## src/rtl/drive_pkg.sv

```systemverilog
// Shared types for the motor drive path: drive-state codes from the mode FSM
// and the per-motor channel state.
package drive_pkg;

  typedef enum logic [2:0] {
    DS_STOP   = 3'd0,
    DS_LEFT   = 3'd1,
    DS_RIGHT  = 3'd2,
    DS_SLOW   = 3'd3,
    DS_MEDIUM = 3'd4,
    DS_FAST   = 3'd5
  } drive_state_e;

  typedef enum logic {
    CH_RUN  = 1'b0,
    CH_DEAD = 1'b1
  } ch_state_e;

  // Limit a requested duty to a full PWM period (constant high).
  function automatic int unsigned clamp_duty(input int unsigned duty,
                                             input int unsigned period);
    return (duty > period) ? period : duty;
  endfunction

endpackage

```

## src/rtl/motor_channel.sv

```systemverilog
// One motor channel: duty ramp, direction reversal through dead-time,
// period-aligned compare latch and PWM comparator.
module motor_channel
  import drive_pkg::*;
#(
  parameter int unsigned DUTY_W       = 12,
  parameter int unsigned RAMP_STEP    = 25,
  parameter int unsigned DEADTIME_CYC = 50000
) (
  input  logic              clk_i,
  input  logic              rst_ni,
  input  logic              tick_i,
  input  logic              boundary_i,
  input  logic              estop_i,
  input  logic              tgt_dir_i,
  input  logic [DUTY_W-1:0] tgt_duty_i,
  input  logic [DUTY_W-1:0] pwm_cnt_i,
  output logic              dir_o,
  output logic              pwm_o,
  output logic [DUTY_W-1:0] duty_o
);

  localparam int unsigned DCW = (DEADTIME_CYC > 1) ? $clog2(DEADTIME_CYC) : 1;
  localparam logic [DCW-1:0]    DEAD_LAST = DCW'(DEADTIME_CYC - 1);
  localparam logic [DUTY_W-1:0] STEP      = DUTY_W'(RAMP_STEP);

  ch_state_e         state_q, state_d;
  logic [DUTY_W-1:0] duty_q, duty_d;
  logic [DUTY_W-1:0] cmp_q, cmp_d;
  logic              dir_q, dir_d;
  logic [DCW-1:0]    dead_cnt_q, dead_cnt_d;
  logic [DUTY_W-1:0] eff_tgt;
  logic [DUTY_W-1:0] ramp_next;

  // Saturating one-step move of the duty toward the effective target.
  always_comb begin
    eff_tgt   = (tgt_dir_i == dir_q) ? tgt_duty_i : '0;
    ramp_next = duty_q;
    if (duty_q < eff_tgt) begin
      ramp_next = ((eff_tgt - duty_q) > STEP) ? duty_q + STEP : eff_tgt;
    end else if (duty_q > eff_tgt) begin
      ramp_next = ((duty_q - eff_tgt) > STEP) ? duty_q - STEP : eff_tgt;
    end
  end

  // Channel FSM: ramp in RUN, hold zero and flip direction at end of DEAD.
  always_comb begin
    state_d    = state_q;
    duty_d     = duty_q;
    cmp_d      = cmp_q;
    dir_d      = dir_q;
    dead_cnt_d = dead_cnt_q;
    if (boundary_i) begin
      cmp_d = duty_q;
    end
    if (estop_i) begin
      state_d    = CH_DEAD;
      dead_cnt_d = '0;
      duty_d     = '0;
      cmp_d      = '0;
    end else begin
      case (state_q)
        CH_RUN: begin
          if (tick_i) begin
            duty_d = ramp_next;
          end
          if ((tgt_dir_i != dir_q) && (duty_q == '0) && boundary_i) begin
            state_d    = CH_DEAD;
            dead_cnt_d = '0;
          end
        end
        CH_DEAD: begin
          duty_d = '0;
          if (dead_cnt_q == DEAD_LAST) begin
            dir_d      = tgt_dir_i;
            state_d    = CH_RUN;
            dead_cnt_d = '0;
          end else begin
            dead_cnt_d = dead_cnt_q + 1'b1;
          end
        end
        default: state_d = CH_RUN;
      endcase
    end
  end

  // Channel state registers.
  always_ff @(posedge clk_i or negedge rst_ni) begin
    if (!rst_ni) begin
      state_q    <= CH_RUN;
      duty_q     <= '0;
      cmp_q      <= '0;
      dir_q      <= 1'b1;
      dead_cnt_q <= '0;
    end else begin
      state_q    <= state_d;
      duty_q     <= duty_d;
      cmp_q      <= cmp_d;
      dir_q      <= dir_d;
      dead_cnt_q <= dead_cnt_d;
    end
  end

  assign pwm_o  = (pwm_cnt_i < cmp_q);
  assign duty_o = cmp_q;
  assign dir_o  = dir_q;

endmodule

```

## src/rtl/motor_drive_ctrl.sv

```systemverilog
// Drive-state to dual H-bridge PWM/direction conversion with ramped duty,
// dead-time protected reversals and emergency stop.
module motor_drive_ctrl
  import drive_pkg::*;
#(
  parameter int unsigned PWM_PERIOD   = 2500,
  parameter int unsigned DUTY_W       = 12,
  parameter int unsigned RAMP_DIV     = 25000,
  parameter int unsigned RAMP_STEP    = 25,
  parameter int unsigned DEADTIME_CYC = 50000,
  parameter int unsigned DUTY_TURN    = 1250,
  parameter int unsigned DUTY_SLOW    = 1000,
  parameter int unsigned DUTY_MED     = 1625,
  parameter int unsigned DUTY_FAST    = 2250
) (
  input  logic              clk_50,
  input  logic              rst_n,
  input  logic [2:0]        drive_state,
  input  logic              mode_reset,
  input  logic              estop,
  output logic              pwm_l,
  output logic              pwm_r,
  output logic              dir_l,
  output logic              dir_r,
  output logic [DUTY_W-1:0] duty_l,
  output logic [DUTY_W-1:0] duty_r,
  output logic              moving
);

  localparam int unsigned PCW = (RAMP_DIV > 1) ? $clog2(RAMP_DIV) : 1;
  localparam logic [PCW-1:0]    DIV_LAST    = PCW'(RAMP_DIV - 1);
  localparam logic [DUTY_W-1:0] PERIOD_LAST = DUTY_W'(PWM_PERIOD - 1);
  localparam logic [DUTY_W-1:0] V_TURN = DUTY_W'(clamp_duty(DUTY_TURN, PWM_PERIOD));
  localparam logic [DUTY_W-1:0] V_SLOW = DUTY_W'(clamp_duty(DUTY_SLOW, PWM_PERIOD));
  localparam logic [DUTY_W-1:0] V_MED  = DUTY_W'(clamp_duty(DUTY_MED, PWM_PERIOD));
  localparam logic [DUTY_W-1:0] V_FAST = DUTY_W'(clamp_duty(DUTY_FAST, PWM_PERIOD));

  logic [2:0]        drive_state_q;
  logic [PCW-1:0]    presc_q, presc_d;
  logic [DUTY_W-1:0] pwm_cnt_q, pwm_cnt_d;
  logic              tick, boundary;
  logic              tgt_dir_l, tgt_dir_r;
  logic [DUTY_W-1:0] tgt_duty_l, tgt_duty_r;
  logic              pwm_l_raw, pwm_r_raw;

  // Map the registered drive state to per-motor direction and duty targets.
  always_comb begin
    tgt_dir_l  = dir_l;
    tgt_dir_r  = dir_r;
    tgt_duty_l = '0;
    tgt_duty_r = '0;
    case (drive_state_q)
      DS_LEFT: begin
        tgt_dir_l  = 1'b0;
        tgt_dir_r  = 1'b1;
        tgt_duty_l = V_TURN;
        tgt_duty_r = V_TURN;
      end
      DS_RIGHT: begin
        tgt_dir_l  = 1'b1;
        tgt_dir_r  = 1'b0;
        tgt_duty_l = V_TURN;
        tgt_duty_r = V_TURN;
      end
      DS_SLOW: begin
        tgt_dir_l  = 1'b1;
        tgt_dir_r  = 1'b1;
        tgt_duty_l = V_SLOW;
        tgt_duty_r = V_SLOW;
      end
      DS_MEDIUM: begin
        tgt_dir_l  = 1'b1;
        tgt_dir_r  = 1'b1;
        tgt_duty_l = V_MED;
        tgt_duty_r = V_MED;
      end
      DS_FAST: begin
        tgt_dir_l  = 1'b1;
        tgt_dir_r  = 1'b1;
        tgt_duty_l = V_FAST;
        tgt_duty_r = V_FAST;
      end
      default: ;
    endcase
  end

  // Ramp prescaler and PWM period counter next-state.
  always_comb begin
    tick     = (presc_q == DIV_LAST) && !mode_reset;
    boundary = (pwm_cnt_q == '0);
    if (mode_reset || (presc_q == DIV_LAST)) begin
      presc_d = '0;
    end else begin
      presc_d = presc_q + 1'b1;
    end
    pwm_cnt_d = (pwm_cnt_q == PERIOD_LAST) ? '0 : pwm_cnt_q + 1'b1;
  end

  // Input register and shared counters.
  always_ff @(posedge clk_50 or negedge rst_n) begin
    if (!rst_n) begin
      drive_state_q <= '0;
      presc_q       <= '0;
      pwm_cnt_q     <= '0;
    end else begin
      drive_state_q <= drive_state;
      presc_q       <= presc_d;
      pwm_cnt_q     <= pwm_cnt_d;
    end
  end

  motor_channel #(
    .DUTY_W       (DUTY_W),
    .RAMP_STEP    (RAMP_STEP),
    .DEADTIME_CYC (DEADTIME_CYC)
  ) u_chan_l (
    .clk_i      (clk_50),
    .rst_ni     (rst_n),
    .tick_i     (tick),
    .boundary_i (boundary),
    .estop_i    (estop),
    .tgt_dir_i  (tgt_dir_l),
    .tgt_duty_i (tgt_duty_l),
    .pwm_cnt_i  (pwm_cnt_q),
    .dir_o      (dir_l),
    .pwm_o      (pwm_l_raw),
    .duty_o     (duty_l)
  );

  motor_channel #(
    .DUTY_W       (DUTY_W),
    .RAMP_STEP    (RAMP_STEP),
    .DEADTIME_CYC (DEADTIME_CYC)
  ) u_chan_r (
    .clk_i      (clk_50),
    .rst_ni     (rst_n),
    .tick_i     (tick),
    .boundary_i (boundary),
    .estop_i    (estop),
    .tgt_dir_i  (tgt_dir_r),
    .tgt_duty_i (tgt_duty_r),
    .pwm_cnt_i  (pwm_cnt_q),
    .dir_o      (dir_r),
    .pwm_o      (pwm_r_raw),
    .duty_o     (duty_r)
  );

  // estop gates the bridge pins combinationally, ahead of the registered clear.
  assign pwm_l  = pwm_l_raw & ~estop;
  assign pwm_r  = pwm_r_raw & ~estop;
  assign moving = (|duty_l) | (|duty_r);

endmodule
```

## config.mk

```make
export PLATFORM = sky130hd
export DESIGN_NAME = motor_drive_ctrl
export DESIGN_NICKNAME = d
export VERILOG_FILES = /design/src/rtl/drive_pkg.sv /design/src/rtl/motor_channel.sv /design/src/rtl/motor_drive_ctrl.sv
export SDC_FILE = /design/constraint.sdc
export NUM_CORES = 1
export LEC_CHECK = 0
export ABC_AREA = 1
export BUFFER_PORTS_ARGS = -buffer_cell sky130_fd_sc_hd__buf_2
export CAP_MARGIN = 20
export CORE_AREA = 5 5 190 146
export DETAILED_ROUTE_END_ITERATION = 7
export DIE_AREA = 0 0 195 151
export MAX_ROUTING_LAYER = met4
export PLACE_DENSITY_LB_ADDON = 0.12
export SLEW_MARGIN = 20
export SYNTH_ARGS = -nofsm -noshare
export SYNTH_HDL_FRONTEND = slang
export SYNTH_SLANG_ARGS = --single-unit
```

## constraint.sdc

```tcl
create_clock -name clk_50 -period 3.3 [get_ports clk_50]
set_input_delay 0.825 -clock clk_50 [delete_from_list [all_inputs] [get_ports clk_50]]
set_output_delay 0.825 -clock clk_50 [all_outputs]
set_load 0.01 [all_outputs]
```

Word level (Yosys, flattened, before mapping). Index checks and enable logic that the tools add are counted.

Mux-type cells: 41. Bitwise gates (word level): 6. Order comparisons: 10. Reductions and logical operators: 20. Equal/unequal tests: 19. Add/subtract/negate cells: 12.

Operators with widths (number): 2-to-1 mux 12 bit (19); 2-to-1 mux 16 bit (6); one-hot mux 16 bit (2 select lines) (2); greater-than comparator 12 x 5 -> 1 bit, second input constant (4); < comparator 12 bit (4); one-hot mux 12 bit (2 select lines) (2); one-hot mux 12 bit (4 select lines) (1); subtractor 12 bit (4); logical NOT 12 bit (3); adder 16 x 1 -> 16 bit, second input constant (2); equality test 16 bit, second input constant (2); adder 12 x 5 -> 12 bit, second input constant (2); greater-than comparator 12 bit (2); OR reduction 12 bit (2); subtractor 12 x 5 -> 12 bit, second input constant (2); adder 15 x 1 -> 15 bit, second input constant (1); equality test 15 bit, second input constant (1); 2-to-1 mux 15 bit (1); adder 12 x 1 -> 12 bit, second input constant (1); equality test 12 bit, second input constant (1); != test 4 x 2 -> 1 bit, second input constant (2); one-hot mux 1 bit (2 select lines) (4); OR reduction 4 bit (2); equality test 3 x 2 -> 1 bit, second input constant (2); 17 further kinds (36).

Input bits: 7. Logic and storage cells: 121. Bits in registers: 114. Output and inout port bits: 29.

Logic depth before layout (Yosys ltp).
Depth after elaboration: 13. Depth in mapped cells: 27. Gate-level depth less buffers: 26.

By module. A second synthesis with hierarchy kept.

Cells, all modules: 1664. Area total of the unflattened synthesis: 10776.6 um^2.

Modules (own cells, without submodules): motor_channel at u_chan_r (area an instance 4585.6 um^2, instances 1, cells an instance 705, sequential area each 1052.3 um^2); motor_channel at u_chan_l (area an instance 4361.7 um^2, instances 1, cells an instance 701, sequential area each 1052.3 um^2); motor_drive_ctrl (area an instance 1829.3 um^2, instances 1, cells an instance 258, sequential area each 750.7 um^2).

Worst setup path after synthesis. OpenSTA, ideal clock, no wires.

Path kind: register to register. Start point: reg drive_state_q[1]. End point: reg u_chan_l.duty_q[5]. Setup slack: -112 ps. Period minus slack after synthesis: 3412 ps. Data required time: 3184 ps. Stages on the path, launching flop included: 25. Buffers on the path: 1. Arrival: 3296 ps. Setup time: 116 ps. Path through: dfrtp_1 > inv_1 > ha_1 > inv_1 > nand2_1 > nand2_2 > nor2_1 > ha_1 > fa_1 > nand2_1 > nand2_1 > nand2_1 > a21boi_1 > o21ai_1 > or2_1 > nand3_1 > nor2_2 > nand3_4 > buf_6 > nand2_1 > nand3_1 > nand2_1 > inv_1 > nand2_1 > nand2_1.

Word-level cells in the longest chain between the ends: 13. Elaborated cells between the ends (all ways): 26. Those cells by class: add/sub: 2; order compare: 4; eq/ne: 7; mux: 10; reduce/logical: 3.

RTL lines: start, declared (line motor_drive_ctrl.sv:38) `logic [2:0] drive_state_q;`; start signal, assigned (line motor_drive_ctrl.sv:106) `drive_state_q <= drive_state;`; equality test 3 bit / equality test 3 x 2 -> 1 bit (equally long branches) (line motor_drive_ctrl.sv:52) `case (drive_state_q)`; OR reduction 4 bit (no source line); one-hot mux 1 bit (2 select lines) (line motor_drive_ctrl.sv:52); equality test 1 bit (line motor_channel.sv:37) `eff_tgt = (tgt_dir_i == dir_q) ? tgt_duty_i : '0;`; 2-to-1 mux 12 bit * (line motor_channel.sv:37); subtractor 12 bit (line motor_channel.sv:42) `ramp_next = ((duty_q - eff_tgt) > STEP) ? duty_q - STEP : eff_tgt;`; greater-than comparator 12 x 5 -> 1 bit (line motor_channel.sv:42); 2-to-1 mux 12 bit (line motor_channel.sv:42); 2-to-1 mux 12 bit (line motor_channel.sv:41) `end else if (duty_q > eff_tgt) begin`; 2-to-1 mux 12 bit (line motor_channel.sv:39) `if (duty_q < eff_tgt) begin`; 2-to-1 mux 12 bit (line motor_channel.sv:64) `if (tick_i) begin`; one-hot mux 12 bit (2 select lines) (line motor_channel.sv:62) `case (state_q)`; 2-to-1 mux 12 bit (line motor_channel.sv:56) `if (estop_i) begin`; end signal, assigned (line motor_channel.sv:97) `duty_q <= duty_d;`; end, declared (line motor_channel.sv:28) `logic [DUTY_W-1:0] duty_q, duty_d;`.

Mark *: on every way between the ends. The rest lies on a longest branch, timed or not. The select of a mux whose other input is x is not followed. A chain may end at the register's enable or synchronous reset.

Worst setup path after layout.
Start point: reg drive_state_q[1]. End point: reg u_chan_r.duty_q[6].

Word-level cells in the longest chain between the ends: 13. Elaborated cells between the ends (all ways): 26. Those cells by class: add/sub: 2; order compare: 4; eq/ne: 7; mux: 10; reduce/logical: 3.

RTL lines (line): equality test 3 bit (tied with other cells) (motor_drive_ctrl.sv:52); OR reduction 4 bit (no source line); one-hot mux 1 bit (2 select lines) (motor_drive_ctrl.sv:52); equality test 1 bit (motor_channel.sv:37); 2-to-1 mux 12 bit * (motor_channel.sv:37); subtractor 12 bit (motor_channel.sv:42); greater-than comparator 12 x 5 -> 1 bit (motor_channel.sv:42); 2-to-1 mux 12 bit (motor_channel.sv:42); 2-to-1 mux 12 bit (motor_channel.sv:41); 2-to-1 mux 12 bit (motor_channel.sv:39); 2-to-1 mux 12 bit (motor_channel.sv:64); one-hot mux 12 bit (2 select lines) (motor_channel.sv:62); 2-to-1 mux 12 bit (motor_channel.sv:56); end signal, assigned (motor_channel.sv:97); end, declared (motor_channel.sv:28).

Marked as above.

==> key figures <==
Placed design
  • Gpl congestion: a little over 0.9
  • Post-DP Area: about 0.012 mm^2
  • DP HPWL: 24,930 um
  • Port-buffer cells: 35
  • DP Worst Slack: -0.2702 ns
  • Placed cells: a little over 2,000

Layout
  • Area taken by flip-flops and latches: between 0.002 and 0.003 mm^2
  • Diode count: 0
  • Fill count: approximately 2,500
  • Non-Filler Instances: about 2,100
  • Area of the multi-input gates: ~0.0066 mm^2
  • Post-route design area: around 0.013 mm^2
  • Nets: 1,806
  • Layout cells sized above 1: ~26%
  • Syn-to-layout area delta: 36.41%

Clocking
  • Clk sinks: approximately 110
  • CTS max path bufs: 2
  • CTS tree: yes
  • H-tree levels: 4
  • Cts bufs inserted: 17
  • Clk root buf: clkbuf_16
  • Clk slew on worst S/H paths: roughly 0.060 ns
  • Worst skew pair latency: ~0.43 ns

Yosys
  • Number of synthesized flops with an enable pin: 0
  • Top-count cell post-synth: nand2_1
  • Syn_nets: roughly 1,600
  • Post-Syn Area: ~0.0099 mm^2
  • Synthesis warning total: 0
  • Syn Area/Cell: approximately 6.6 um^2
  • Synth cell types: 51
  • Async SR Flop Fraction: 100.0%
  • Post-synthesis sequential element count: around 110
  • Post-synthesis cell count: 1,486
  • Top cells by area, synth: dfrtp_1, nand2_1, ha_1, inv_1, nand3_1
  • Most used DFF post-synth: dfrtp_1
  • Post-synthesis sequential area ratio: between 20% and 30%
  • Top cells by count, synth: nand2_1, inv_1, nor2_1
  • Largest area contributor in the netlist: dfrtp_1
  • Synth top area share: 28.39%

Global route
  • Vias in the first global route: around 10,000
  • Antenna violations before repair: 0
  • Pin count of the biggest net entering global routing: between 40 and 50
  • GRT Resource Usage Total: between 20 and 25%
  • Total gr overflow: 0
  • First-pass GRT wire length: around 53,000 um

Floorplan
  • Row count: 51
  • Die Wd: just under 200 um
  • DIE AREA: between 0.02 and 0.03 mm^2
  • Initial core utilization: 38.48%
  • Chip height: between 150 and 200 um
  • Core footprint: around 0.026 mm^2
  • Ports: 36

Timing
  • Final Skew: 0.01188 ns
  • Final hold vios: 0
  • Fmax: ~0.30 GHz
  • Pins Over Slew Limit: 0
  • Final Cycle Share: 102.5%
  • Final WS setup: -0.08372 ns
  • Max transition margin: around two fifths
  • RSZ-0062 raised after global routing: yes
  • Slew @ Worst Pin: 0.9189 ns
  • # setup viols final: 13
  • Min cycle time layout: 3.384 ns

Setup path
  • Reg2reg end: u_chan_r.duty_q[6]
  • R2r setup slk: -0.08 ns
  • Worst setup EP type: flop
  • Top cell family by delay on the critical path: simple AND/OR/NAND/NOR gates
  • Slowest cell delay on critical path: approximately 0.40 ns
  • Worst path required time: between 3 and 4 ns
  • Worst r2r path cells: 21
  • Number of buffers and inverters on the critical path: 8
  • Startpoint Class: flop
  • RR Startpoint: drive_state_q[1]
  • Critical-path top delay cell: dfrtp_1
  • Crit path max fanout: 6
  • Ordered cell list for the critical path: buf_6 > nor2_4 > inv_2 > nor3_4 > inv_2 > nor2_4 > buf_6 > ha_4 > fa_2 > buf_4 > buf_4 > nor2_1 > o2111ai_1 > nand2_1 > nor3_2 > nand3_2 > buf_6 > buf_16 > o211ai_1 > nand3_1 > nand2_1
  • Most used cell along the critical path: buf_6
  • CP arrival: 3.75 ns
  • Crit Path Category: reg -> reg

Drt
  • DRT Wirelength: 32,880 um
  • Drt pass-1 iters: 5
  • Met2 wire len: roughly 14,000 um
  • Post-route antenna net violation count: 0
  • Wl on met1: 16,880 um
  • Wirelength per Cell: 15.82 um
  • DR DRC count: 0
  • Drt initial violations: about 700
  • DR top layer: met4
  • Met3 Wirelength: around 1800 um
  • Routed vias: 10,590
  • Routed vias/inst: roughly 5.1

Job
  • Max cap viols: 0

Worst hold path
  • Worst hold path type: in -> async

Power and ir drop
  • Leakage: slightly below 7 nW
  • Maximum VDD drop: approximately 0.00033 V
  • Power per cell area: 317.1 mW/mm^2

Status
  • Failing checks: setup timing
  • Status: finished, violations left
==> sequential cells by signal, summed over array words and instances (netlist names) <==
register	count
drive_state_q	3
presc_q	15
pwm_cnt_q	12
u_chan_l.dead_cnt_q	16
u_chan_l.dir_o	1
u_chan_l.duty_o	12
u_chan_l.duty_q	12
u_chan_l.state_q	1
u_chan_r.dead_cnt_q	16
u_chan_r.dir_o	1
u_chan_r.duty_o	12
u_chan_r.duty_q	12
u_chan_r.state_q	1
==> layout by cell type (no fill, tap or decap), types with 16 or more instances in the layout <==
cell type and n:
buf_4 182, buf_6 20, xor2_1 39, inv_1 228, o21ai_0 26, o22ai_1 24
nand2_2 30, clkbuf_16 18, a21oi_1 69, ha_4 20, nand2_1 334, dfrtp_1 110
nand3_2 16, nor3_1 41, nand3_1 98, nor2_2 16, ha_1 54, nand4_1 60
nor2_1 117, inv_2 18, buf_2 34
==> layout make-up <==
type	instances	area share, %
multi-input cells	1087	49.38
flip-flops and latches	114	21.22
repair buffers	246	14.65
inverters	255	7.211
well taps	344	3.197
clock buffers	17	3.160
clock inverters	15	1.171
==> logic make-up (layout without fill, tap and decap cells) <==
group / after synthesis / count (layout) / share of synthesized area [%]
multiplexers: 1 / 1 / 0.1014
AND/OR/NAND/NOR: 771 / 773 / 34.59
flip-flops: 114 / 114 / 28.93
buffers and inverters: 287 / 533 / 11.27
AO/OA/AOI/OAI: 193 / 193 / 11.19
XOR/XNOR: 42 / 42 / 3.727
adder cells (fa/ha/maj): 78 / 78 / 10.19
==> timing repair <==
item,in CTS,in global routing
hold buffers,0,0
hold endpoints to repair,0,0
cloned,7,1
endpoints found under the setup margin,25,26
setup buffers,12,14
pin swaps,37,46
gates resized for setup,104,103
==> power breakdown <==
group	total, mW	switching (mW)	internal (mW)
Sequential	1.42	0.0115	1.41
Combinational	0.967	0.541	0.425
Clock	1.88	0.764	1.12
Total	4.27	1.32	2.95
==> per-stage QoR <==
step,setup TNS (ns),total power [mW],hold slack [ns],utilization [%]
floorplan,-0.2236,1.860,0.4233,-
global placement,-5.432,2.251,0.4417,45.87
detailed placement,-4.603,2.250,0.4553,45.87
CTS,-0.1543,4.230,0.4446,50.51
global route,-5.436,4.473,0.4760,52.49
finish,-0.5446,4.269,0.4320,52.49
==> worst reg2reg max path: cells and delay by family, from the launching register on <==
family,cells,cell delay [ns]
and+or+nand+nor,9,1.21
adders and majority gates,2,0.33
DFF,1,0.40
AOI/OAI and AO/OA,2,0.44
buffers and inverters,8,0.95
==> layer usage <==
layer  up-vias  global-route usage, %
met5         -                      -
met4         0                  5.513
met3        31                  3.914
met2       255                  33.19
met1      4963                  34.18
li1       5343                      -
==> worst max path at each step <==
stage                startpoint                 end  slack [ns]  cells after the start
2_1_floorplan  drive_state_q[1]  u_chan_l.duty_q[5]       -0.03                     23
3_3_place_gp   drive_state_q[1]  u_chan_l.duty_q[6]       -0.31                     23
3_5_place_dp   drive_state_q[1]  u_chan_l.duty_q[8]       -0.27                     21
4_1_cts        drive_state_q[1]  u_chan_l.duty_q[6]       -0.03                     24
5_1_grt        drive_state_q[1]  u_chan_r.duty_q[6]       -0.32                     21
6_report       drive_state_q[1]  u_chan_r.duty_q[6]       -0.08                     21
No activity file was read; power rests on OpenSTA's default activity.
